File: src/rtl/data_word_assembler.sv
// data_word_assembler: packs synchronized beats into words behind a one-word valid/ready holding stage
module data_word_assembler #(
  parameter int BUS_WIDTH = 4,
  parameter int BEATS_PER_WORD = 2,
  localparam int WORD_WIDTH = BUS_WIDTH * BEATS_PER_WORD,
  localparam int CNT_WIDTH = $clog2(BEATS_PER_WORD + 1)
) (
  input  logic                  clk,
  input  logic                  reset,
  input  logic [BUS_WIDTH-1:0]  in_data,
  input  logic                  in_valid,
  input  logic                  flush,
  input  logic                  out_ready,
  output logic [WORD_WIDTH-1:0] out_word,
  output logic                  out_valid,
  output logic [CNT_WIDTH-1:0]  beat_count,
  output logic                  overflow,
  output logic                  partial_dropped
);
  typedef enum logic {S_COLLECT, S_HOLD} state_t;
  localparam logic [WORD_WIDTH-1:0] BEAT_MASK = WORD_WIDTH'({BUS_WIDTH{1'b1}});
  localparam logic [CNT_WIDTH-1:0] LAST = CNT_WIDTH'(BEATS_PER_WORD - 1);
  localparam logic [CNT_WIDTH-1:0] FULL = CNT_WIDTH'(BEATS_PER_WORD);
  localparam logic [CNT_WIDTH-1:0] ONE = CNT_WIDTH'(1);
  state_t                r_state, w_state_nxt;
  logic [WORD_WIDTH-1:0] r_asm, w_asm_nxt, r_out, w_out_nxt, w_asm_ins;
  logic [CNT_WIDTH-1:0]  r_cnt, w_cnt_nxt;
  logic                  r_valid, w_valid_nxt, r_ovf, w_ovf_nxt, r_pd, w_pd_nxt;
  logic                  w_slot_free;
  assign w_slot_free = !r_valid || out_ready;
  assign w_asm_ins = (r_asm & ~(BEAT_MASK << (r_cnt * BUS_WIDTH))) | (WORD_WIDTH'(in_data) << (r_cnt * BUS_WIDTH));
  assign out_word = r_out;
  assign out_valid = r_valid;
  assign beat_count = r_cnt;
  assign overflow = r_ovf;
  assign partial_dropped = r_pd;
  // Next-state: a completed word in HOLD has priority over flush; flush beats a coincident beat in COLLECT
  always_comb begin
    w_state_nxt = r_state;
    w_asm_nxt = r_asm;
    w_cnt_nxt = r_cnt;
    w_out_nxt = r_out;
    w_valid_nxt = r_valid && !out_ready;
    w_ovf_nxt = 1'b0;
    w_pd_nxt = 1'b0;
    if (r_state == S_HOLD) begin
      if (w_slot_free) begin
        w_out_nxt = r_asm;
        w_valid_nxt = 1'b1;
        w_state_nxt = S_COLLECT;
        w_asm_nxt = in_valid ? WORD_WIDTH'(in_data) : '0;
        w_cnt_nxt = in_valid ? ONE : '0;
      end else begin
        w_ovf_nxt = in_valid;
      end
    end else if (flush) begin
      w_asm_nxt = '0;
      w_cnt_nxt = '0;
      w_pd_nxt = (|r_cnt) || in_valid;
    end else if (in_valid) begin
      w_asm_nxt = w_asm_ins;
      if (r_cnt != LAST) begin
        w_cnt_nxt = r_cnt + ONE;
      end else if (w_slot_free) begin
        w_out_nxt = w_asm_ins;
        w_valid_nxt = 1'b1;
        w_cnt_nxt = '0;
        w_asm_nxt = '0;
      end else begin
        w_cnt_nxt = FULL;
        w_state_nxt = S_HOLD;
      end
    end
  end
  // State and output registers, cleared immediately by reset
  always_ff @(posedge clk or posedge reset) begin
    if (reset) begin
      r_state <= S_COLLECT;
      r_asm <= '0;
      r_cnt <= '0;
      r_out <= '0;
      r_valid <= 1'b0;
      r_ovf <= 1'b0;
      r_pd <= 1'b0;
    end else begin
      r_state <= w_state_nxt;
      r_asm <= w_asm_nxt;
      r_cnt <= w_cnt_nxt;
      r_out <= w_out_nxt;
      r_valid <= w_valid_nxt;
      r_ovf <= w_ovf_nxt;
      r_pd <= w_pd_nxt;
    end
  end
endmodule
File: config.mk
export PLATFORM = sky130hd
export DESIGN_NAME = data_word_assembler
export DESIGN_NICKNAME = d
export VERILOG_FILES = /design/src/rtl/data_word_assembler.sv
export SDC_FILE = /design/constraint.sdc
export NUM_CORES = 1
export LEC_CHECK = 0
export BUFFER_PORTS_ARGS = -buffer_cell sky130_fd_sc_hd__buf_2
export CORE_ASPECT_RATIO = 1.1
export CORE_MARGIN = 10
export CORE_UTILIZATION = 40
export DETAILED_ROUTE_END_ITERATION = 8
export GPL_ROUTABILITY_DRIVEN = 0
export HOLD_SLACK_MARGIN = 0.03
export PLACE_DENSITY = 0.64
export SYNTH_ARGS = -nofsm -noshare
export SYNTH_HDL_FRONTEND = slang
export SYNTH_SLANG_ARGS = --single-unit
File: constraint.sdc
create_clock -name clk -period 2.2 [get_ports clk]
set_clock_uncertainty 0.15 [all_clocks]
set_input_delay 0.22 -clock clk [delete_from_list [all_inputs] [get_ports clk]]
set_output_delay 0.22 -clock clk [all_outputs]
set_load 0.05 [all_outputs]
---- Word level (Yosys, flattened, before mapping) ----
Cells that the tools add are included.
storage, ports and cells
  flip-flop bits (word level) ............. 22
  output and inout port bits .............. 13
  logic and storage cells ................. 61
cells by class
  add/sub/neg operators ................... 1
  eq/ne operators ......................... 4
  shift operators ......................... 2
  muxes and demuxes ....................... 34
  bitwise gates (word level) .............. 3
  reductions and logical operators ........ 10
operator list
  operator                                         count
  two-way mux 8 bit                                12
  two-way mux 1 bit                                15
  two-way mux 2 bit                                6
  AND 8 bit                                        1
  NOT 8 bit                                        1
  bitwise OR 8 bit                                 1
  left shift 4 x 4 -> 8 bit                        1
  left shift 4 x 4 -> 8 bit, first input constant  1
  != test 2 x 1 -> 1 bit, second input constant    3
  two-way mux 4 bit                                1
  AND reduction 4 bit                              1
  nonzero test 3 bit                               1
  adder 2 x 1 -> 2 bit, second input constant      1
  zero test 1 bit                                  2
  logical OR 1 bit                                 2
  != test 2 bit, second input constant             1
  AND reduction 2 bit                              1
  nonzero test 2 bit                               1
  OR reduction 2 bit                               1
  logical AND 1 bit                                1

---- Longest topological paths before layout ----
Gate-level depths: netlist of run 1.
  word-level depth ........................ 9
  gate-level depth with buffers ........... 5
  mapped depth without buffers ............ 3

---- Least setup slack after synthesis of run 1 ----
OpenSTA, ideal clock, no wires.
  path type ............................... reg-to-reg
  start point ............................. register r_cnt[0], in the netlist beat_count[0]
  end point ............................... register r_out[4], in the netlist out_word[4]
  library setup time ...................... 128 ps
  arrival time ............................ 1,723 ps
  path slack .............................. 200 ps
  cell stages (with the launch flop) ...... 4
  buffers on the path ..................... 0
  clock period less this slack ............ 2,000 ps
  cell sequence ........................... dfrtp_1 nor3b_2 mux2_2 mux2_1
on the way
  longest elaborated chain between the ends .. 9
  elaborated cells on any way between the ends .. 13
  those cells by class .................... eq/ne (2); shift (2); mux (5); bitwise (3); reduce/logical (1)
RTL lines
  what                       line  text
  start, declared            27    logic [CNT_WIDTH-1:0] r_cnt, w_cnt_nxt;
  start signal, assigned     88    r_cnt <= w_cnt_nxt;
  left shift 4 x 4 -> 8 bit  31    assign w_asm_ins = (r_asm & ~(BEAT_MASK << (r_cnt * BUS_WIDTH))) | (WORD_WIDTH'(in_data) << (r_cnt * BUS_WIDTH ...
  NOT 8 bit                  31
  AND 8 bit                  31
  bitwise OR 8 bit           31
  two-way mux 8 bit          64    end else if (w_slot_free) begin
  two-way mux 8 bit          62    if (r_cnt != LAST) begin
  two-way mux 8 bit          60    end else if (in_valid) begin
  two-way mux 8 bit          56    end else if (flush) begin
  two-way mux 8 bit          46    if (r_state == S_HOLD) begin
  end signal, assigned       89    r_out <= w_out_nxt;
  end, declared              26    logic [WORD_WIDTH-1:0] r_asm, w_asm_nxt, r_out, w_out_nxt, w_asm_ins;
Parallel ways exist; a longest one is shown, timed or not. The select of a mux whose other input is x is not followed.
A chain may end at the register's enable or synchronous reset.

---- Worst setup path in the final report of run 1 ----
  start point ............................. register r_cnt[1], in the netlist beat_count[1]
  end point ............................... register r_out[6], in the netlist out_word[6]
The elaborated chain is that of the path after synthesis.

==> results.rst, run 1 <==
.. list-table::
   :header-rows: 1

   * - Metric
     - Value
   * - Result of the run
     - completed
   * - Overall die area
     - 5089 sq um
   * - Buffer depth of the longest clock path
     - 2
   * - Worst vdd rail ir drop
     - 0.6692 mV
   * - Total power draw
     - 1.105 mW
   * - Total global routing track utilization
     - 0.09201
   * - Post-detailed-route wirelength per cell
     - 15.66 um
   * - Source of the worst register-to-register timing path
     - beat_count[1]
   * - Net count after synthesis
     - 90
   * - Count of placed standard cells in the final layout, fillers left out
     - 137
   * - Total number of H-tree levels
     - 1
   * - Initial standard-cell utilization of the core
     - 0.4181
   * - Total I/O pin count
     - 22
   * - Standard-cell rows
     - 19
   * - Final Max Tran Viols
     - 0
   * - EDFF count, synth
     - 0
   * - Slew HR
     - 0.4423
   * - Complex-gate fraction of the synthesized area
     - 0.1342
   * - CTS buffer count
     - 3
   * - Max-Cap Viols
     - 0
   * - Worst flop-to-flop path endpoint
     - out_word[6]
   * - Hold violation count in the final report
     - 0
   * - Maximum operating frequency
     - 535.1 MHz
   * - X dimension of the die
     - 68.93 um
   * - Largest net degree at the start of global routing
     - 23
   * - Unique cell type count in the Yosys netlist
     - 31
   * - Number of input and output port buffers inserted
     - 21
   * - Worst setup SP type
     - register
   * - Top library cells by usage in the layout, fill and taps aside
     - sky130_fd_sc_hd__dfrtp_1, sky130_fd_sc_hd__buf_2, sky130_fd_sc_hd__mux2_2, sky130_fd_sc_hd__mux2_1, sky130_fd_sc_hd__a22o_1
   * - Wire length of the first global-routing pass
     - 3574 um
   * - Power per cell area
     - 886.4 nW/um^2
   * - Leakage
     - 0.6179 nW
   * - Register clock-pin slew on the reported worst setup and hold paths
     - 120 ps
   * - Fraction of synthesized area in multiplexers
     - 0.1710
   * - Vias per Instance
     - 5.321
   * - Buffers inserted by post-CTS timing repair
     - 0
   * - Root Buffer Master
     - sky130_fd_sc_hd__clkbuf_4
   * - Worst-Skew Late Latency
     - 300 ps
   * - Cell area after technology mapping
     - 1054 sq um
   * - TritonCTS clock tree
     - built
   * - Class of the worst hold path
     - input port to register
   * - Number of gates resized after CTS
     - 0
   * - Post-Route WL
     - 2145 um
   * - Layout cells sized above 1
     - 0.3868
   * - DP Cell Count
     - 130
   * - Clock tree sinks
     - 22
   * - Hold-critical path endpoint
     - r_asm[7]
   * - Reg-to-reg setup timing slack
     - 330 ps
   * - Unrepaired setup endpoints after global routing
     - no
   * - Min Tclk post-route
     - 1869 ps
   * - Dominant synthesized flop cell
     - sky130_fd_sc_hd__dfrtp_1
   * - Worst Path Arrival
     - 1920 ps
   * - Hold path startpoint
     - in_data[3]
   * - Worst-Margin Slew
     - 835.6 ps
   * - Number of instances in the synthesized netlist
     - 81
   * - Number of nets still failing antenna checks after routing
     - 0
   * - Drt first pass iters
     - 4
   * - Count of nets after finishing
     - 116
   * - DRC violation total after the first TritonRoute iteration
     - 25
   * - Detailed placement HPWL
     - 1643 um
   * - Quantity of hold-fixing buffers added after cts
     - 2
   * - Antenna violations before repair
     - 0
   * - Kind of critical path
     - register to register
   * - Main combinational cell family by area after synthesis
     - multiplexers
   * - Worst-path maximum fanout
     - 10
   * - Placeable core region
     - 2520 sq um
   * - Fraction of synthesis flops using an asynchronous set or reset pin
     - 1.000
   * - Final setup TNS
     - 0 ps
   * - Xor and xnor fraction of the mapped netlist area
     - 0
   * - Via count of the first global-routing pass
     - 776
   * - Share of synthesized cell area in full adder, half adder and majority cells
     - 0
   * - Antenna Diode Count
     - 0
   * - CP Capture Type
     - register
   * - DP Worst Slack
     - 341.4 ps
   * - Worst reg2reg path depth
     - 3
   * - Simple-Gate Fraction of Synth Area
     - 0.1485
   * - Setup Viol. Count Final
     - 0
   * - Post-synthesis sequential area ratio
     - 0.5226
   * - Grt total ovfl
     - 0
   * - Req. time, crit path
     - 2250 ps
   * - Worst Hold Depth
     - 2
   * - PnR worst setup slack
     - 331.3 ps
   * - Mean post-synth cell area
     - 13.01 sq um
   * - Flops & latches, synth
     - 22
   * - Leading cell type in the layout, fill and taps excluded
     - sky130_fd_sc_hd__dfrtp_1
   * - Area grow syn2layout
     - 18.29%
   * - Drc violations
     - 0
   * - Final worst-path cycle share
     - 0.8494
   * - Yosys warning total
     - 0
   * - Y dimension of the die
     - 73.83 um
   * - Count of vias placed by the detailed router
     - 729
[how the worst max path moves through the flow]
stage                     cells after the start  slack [ps]     startpoint     endpoint
final                                         3         330  beat_count[1]  out_word[6]
after global placement                        3         380  beat_count[1]  out_word[7]
after global routing                          3         240  beat_count[1]  out_word[2]
after detailed placement                      3         340  beat_count[1]  out_word[6]
after floorplan                               3         200  beat_count[0]  out_word[4]
after CTS                                     3         320  beat_count[1]  out_word[6]
[cell usage after synthesis, drive strengths merged, types with 2 or more instances]
library cell | number | area share
inv | 2 | 0.0071
and2 | 2 | 0.012
nor2 | 3 | 0.011
nor3 | 2 | 0.014
nor2b | 2 | 0.012
nor3b | 3 | 0.037
o21ai | 2 | 0.0095
buf | 3 | 0.017
nand2 | 2 | 0.0071
mux2 | 16 | 0.17
a22o | 8 | 0.067
dfrtp | 22 | 0.52
[registers in the layout (all words and copies together), names as in the netlist]
| signal | flops |
|---|---|
| overflow | 1 |
| beat_count | 2 |
| out_valid | 1 |
| out_word | 8 |
| r_state | 1 |
| r_asm | 8 |
| partial_dropped | 1 |
[layer usage]
metal / share of wire / track usage / vias up
li1: - / - / 350
met5: 0 / 0 / -
met4: 0.0061 / 0.03289 / 0
met1: 0.45 / 0.1178 / 360
met3: 0.076 / 0.03799 / 2
met2: 0.47 / 0.1341 / 17
[cell type report]
class,instances,area (sq um)
multi-input combinational,54,478.0
sequential,22,550.5
tap,31,38.79
fill,259,1274
inverter,2,7.507
clock buffer,4,36.28
timing repair buffer,24,135.1
[per-stage QoR]
stage	instance area (sq um)	hold WS, ps	utilization
final	1246	44.62	0.4945
after CTS	1236	30.16	0.4906
after global routing	1246	37.56	0.4945
after global placement	1180	273.9	0.4682
after detailed placement	1180	282.4	0.4682
after floorplan	1054	59.23	-
[worst max-delay path: stages, from the launching register on]
cell and delay, ps:
sky130_fd_sc_hd__dfrtp_1 540, sky130_fd_sc_hd__nor3b_2 420, sky130_fd_sc_hd__mux2_2 380, sky130_fd_sc_hd__mux2_1 280
[power by group]
part / switching, mW / internal (mW)
combinational: 0.276 / 0.114
clock: 0.118 / 0.101
sequential: 0.0321 / 0.464
total: 0.426 / 0.679
[kinds of logic (layout without fill, tap and decap cells)]
kind of cell           after synthesis  after routing
buffers and inverters                5             30
muxes                               16             16
DFF                                 22             22
and+or+nand+nor                     21             21
AOI/OAI and AO/OA                   17             17
(Power assumes the default switching activity.)
==> run 2, diff against run 1 <==
--- a/config.mk
+++ b/config.mk
@@ -12,7 +12,7 @@
 export DETAILED_ROUTE_END_ITERATION = 8
 export GPL_ROUTABILITY_DRIVEN = 0
 export HOLD_SLACK_MARGIN = 0.03
-export PLACE_DENSITY = 0.64
+export PLACE_DENSITY = 0.67
 export SYNTH_ARGS = -nofsm -noshare
 export SYNTH_HDL_FRONTEND = slang
 export SYNTH_SLANG_ARGS = --single-unit
==> constraint.sdc (replaced) <==
create_clock -name clk -period 1.5 [get_ports clk]
set_clock_uncertainty 0.15 [all_clocks]
set_input_delay 0.15 -clock clk [delete_from_list [all_inputs] [get_ports clk]]
set_output_delay 0.15 -clock clk [all_outputs]
set_load 0.05 [all_outputs]
==> run 2 against run 1 <==
Net effect:
- the run now ends with setup timing left
- worst hold slack better by 6.6 ps
- clock power increased by 110%
- sequential share of layout area decreased by 6.7 points
- setup slack got worse by 540 ps
- sequential power increased by 48%
- maximum frequency is 9.4% higher
- critical endpoint is now r_asm[6]
==> results.rst, run 2 (synthesized netlist as in run 1, its figures left out) <==
.. list-table::
   :header-rows: 1

   * - Metric
     - Value
   * - TritonCTS clock tree
     - built
   * - Int Pwr
     - 1.223 mW (+80%)
   * - Flop pwr share
     - 0.387 (-0.062)
   * - Met2 routed wirelength
     - 1182 um (+18%)
   * - Highest metal layer with signal wires
     - met4
   * - Power per cell area
     - 1277 nW/um^2 (+44%)
   * - Fillcell total
     - 235 (-9.3%)
   * - DRC violation total after the first TritonRoute iteration
     - 24 (-4.0%)
   * - Switching power
     - 0.6715 mW (+58%)
   * - Overall die area
     - 5089 sq um (unchanged)
   * - Proportion of power drawn by combinational gates
     - 0.371 (+0.018)
   * - Req. time, crit path
     - 1600 ps (-650 ps)
   * - Top library cells by usage in the layout, fill and taps aside
     - sky130_fd_sc_hd__buf_2, sky130_fd_sc_hd__dfrtp_1, sky130_fd_sc_hd__mux2_4, sky130_fd_sc_hd__buf_4, sky130_fd_sc_hd__a22o_1
   * - Worst-Margin Slew
     - 286.8 ps (-548.8 ps)
   * - Worst setup SP type
     - register
   * - Critical path's slowest cell
     - sky130_fd_sc_hd__or4b_4
   * - Hold path startpoint
     - in_valid
   * - Unrepaired setup endpoints after global routing
     - yes
   * - Min Tclk post-route
     - 1708 ps (-160.7 ps)
   * - Post-detailed-route wirelength per cell
     - 16.58 um (+5.9%)
   * - Wire length on met1
     - 1148 um (+19%)
   * - Worst-path maximum fanout
     - 5 (-5)
   * - Leading cell type in the layout, fill and taps excluded
     - sky130_fd_sc_hd__buf_2
   * - Y dimension of the die
     - 73.83 um (unchanged)
   * - Max-Cap Viols
     - 0 (unchanged)
   * - Drt first pass iters
     - 4 (unchanged)
   * - Count of buffering cells on the critical path with inverters included
     - 0 (unchanged)
   * - Kind of critical path
     - register to register
   * - Result of the run
     - complete, but fails checks
   * - Clock tree sinks
     - 22 (unchanged)
   * - Initial standard-cell utilization of the core
     - 0.4181 (unchanged)
   * - Largest net degree at the start of global routing
     - 23 (unchanged)
   * - Violated checks
     - setup timing
   * - Finished layout cell area
     - 1484 sq um (+19%)
   * - Root Buffer Master
     - sky130_fd_sc_hd__clkbuf_4
   * - Register clock-pin slew on the reported worst setup and hold paths
     - 130 ps (about the same)
   * - Number of nets still failing antenna checks after routing
     - 0 (unchanged)
   * - Antenna violations before repair
     - 0 (unchanged)
   * - Met3 wire length
     - 138 um (-16%)
   * - CTS buffer count
     - 3 (unchanged)
   * - Via count of the first global-routing pass
     - 899 (+16%)
   * - Worst vdd rail ir drop
     - 1.040 mV (+55%)
   * - Worst setup path startpoint
     - r_state
   * - Source of the worst register-to-register timing path
     - r_state
   * - Maximum operating frequency
     - 585.5 MHz (+9.4%)
   * - Area grow syn2layout
     - 40.85%
   * - Critical Path Max Stage Delay
     - 540 ps (about the same)
   * - Total power draw
     - 1.894 mW (+72%)
   * - Final worst-path cycle share
     - 1.139 (+0.2892)
   * - Count of vias placed by the detailed router
     - 798 (+9.5%)
   * - Critical path cell sequence
     - or4b_4, nor3b_4, a22o_1
   * - Placeable core region
     - 2520 sq um (unchanged)
   * - Buffer depth of the longest clock path
     - 2 (unchanged)
   * - Wire length of the first global-routing pass
     - 4278 um (+20%)
   * - Net switching fraction of the power
     - 0.3545 (-0.03106)
   * - Layout cells sized above 1
     - 0.5417 (+0.1549)
   * - Leakage
     - 0.7165 nW (+16%)
   * - PnR worst setup slack
     - -208.0 ps (-539.3 ps)
   * - Worst-Skew Late Latency
     - 310 ps (about the same)
   * - Count of nets after finishing
     - 130 (+12%)
   * - Total I/O pin count
     - 22 (unchanged)
   * - CP Capture Type
     - register
   * - Drc violations
     - 0 (unchanged)
   * - Number of input and output port buffers inserted
     - 21 (unchanged)
   * - Worst Path Arrival
     - 1810 ps (-110 ps)
   * - Clock power share
     - 0.242 (+0.044)
   * - Final Max Tran Viols
     - 0 (unchanged)
   * - Slew HR
     - 0.8088 (+0.3665)
   * - Grt total ovfl
     - 0 (unchanged)
   * - Detailed placement HPWL
     - 1842 um (+12%)
   * - Standard-cell rows
     - 19 (unchanged)
   * - Setup Viol. Count Final
     - 18 (+18)
   * - Largest delay share family, worst path
     - simple AND/OR/NAND/NOR gates
   * - Post-Route WL
     - 2503 um (+17%)
   * - Cell area after placement
     - 1318 sq um (+12%)
   * - Total number of H-tree levels
     - 1 (unchanged)
   * - Hold violation count in the final report
     - 0 (unchanged)
   * - Antenna Diode Count
     - 0 (unchanged)
   * - Total global routing track utilization
     - 0.1100 (+0.01796)
   * - Class of the worst hold path
     - input port to register
   * - X dimension of the die
     - 68.93 um (unchanged)
   * - Vias per Instance
     - 5.285 (-0.68%)
-- run 2: cell types whose count changed in the layout (fill, tap and decap cells not counted), sizes merged --
| cell | previous run | this run |
|---|---|---|
| bufinv | 0 | 1 |
| dlygate4sd3 | 3 | 7 |
| buf | 21 | 30 |
-- run 2: power by group through the flow --
stage | sequential [mW] | clock [mW] | combinational (mW)
after floorplan | 1.02 | 0 | 0.199
after global placement | 0.738 | 0 | 0.642
after detailed placement | 0.741 | 0 | 0.649
after CTS | 0.733 | 0.473 | 0.709
after global routing | 0.744 | 0.497 | 0.742
final | 0.733 | 0.458 | 0.703
-- run 2: worst paths after layout --
check / depth (start not counted) / to / slack (ps)
worst max-delay path: 3 / r_asm[6] / -210
worst min register to register: 1 / r_asm[3] / 360
worst max register to register: 3 / r_asm[6] / -210
max in group asynchronous: 4 / beat_count[0] / 710
min in group asynchronous: 4 / r_asm[4] / 240
worst min-delay path: 3 / partial_dropped / 50
-- run 2: per-layer routing --
layer | up-vias | GRT usage
met1 | 395 | 0.1406
met4 | 0 | 0.04605
met2 | 17 | 0.1707
met3 | 4 | 0.02584
li1 | 382 | -
met5 | - | 0
-- run 2: per-stage QoR --
| step | util | setup TNS, ps | hold WS (ps) | setup slack, ps | cells |
|---|---|---|---|---|---|
| CTS | 0.5839 | -2850 | 38.97 | -205.8 | 151 |
| global route | 0.5889 | -3672 | 61.12 | -282.1 | 151 |
| detailed placement | 0.5228 | -3050 | 49.98 | -210.9 | 139 |
| global placement | 0.5228 | -2785 | 50.26 | -186.7 | 139 |
| floorplan | - | -3806 | -10.98 | -314.6 | 81 |
| finish | 0.5889 | -2832 | 51.20 | -208.0 | 151 |
-- run 2: final cells by class --
class / instances / area (sq um) / area share
clock buffer: 3 / 22.52 / 0.01518
clock inverter: 1 / 30.03 / 0.02024
inverter: 2 / 7.507 / 0.005059
multi-input combinational: 54 / 558.0 / 0.3761
sequential: 22 / 555.5 / 0.3744
tap: 31 / 38.79 / 0.02614
timing repair buffer: 38 / 271.5 / 0.1830
-- run 2: timing repair --
action	in CTS	in global routing
setup buffers	1	0
endpoints found under the hold margin	32	0
resized for setup	8	4
endpoints found under the setup margin	19	20
pin swaps	4	2
hold buffers	7	0
-- run 2: worst reg2reg max path, cell delays in order (launching register included) --
cell                      delay (ps)
sky130_fd_sc_hd__dfrtp_2         480
sky130_fd_sc_hd__or4b_4          540
sky130_fd_sc_hd__nor3b_4         290
sky130_fd_sc_hd__a22o_1          190
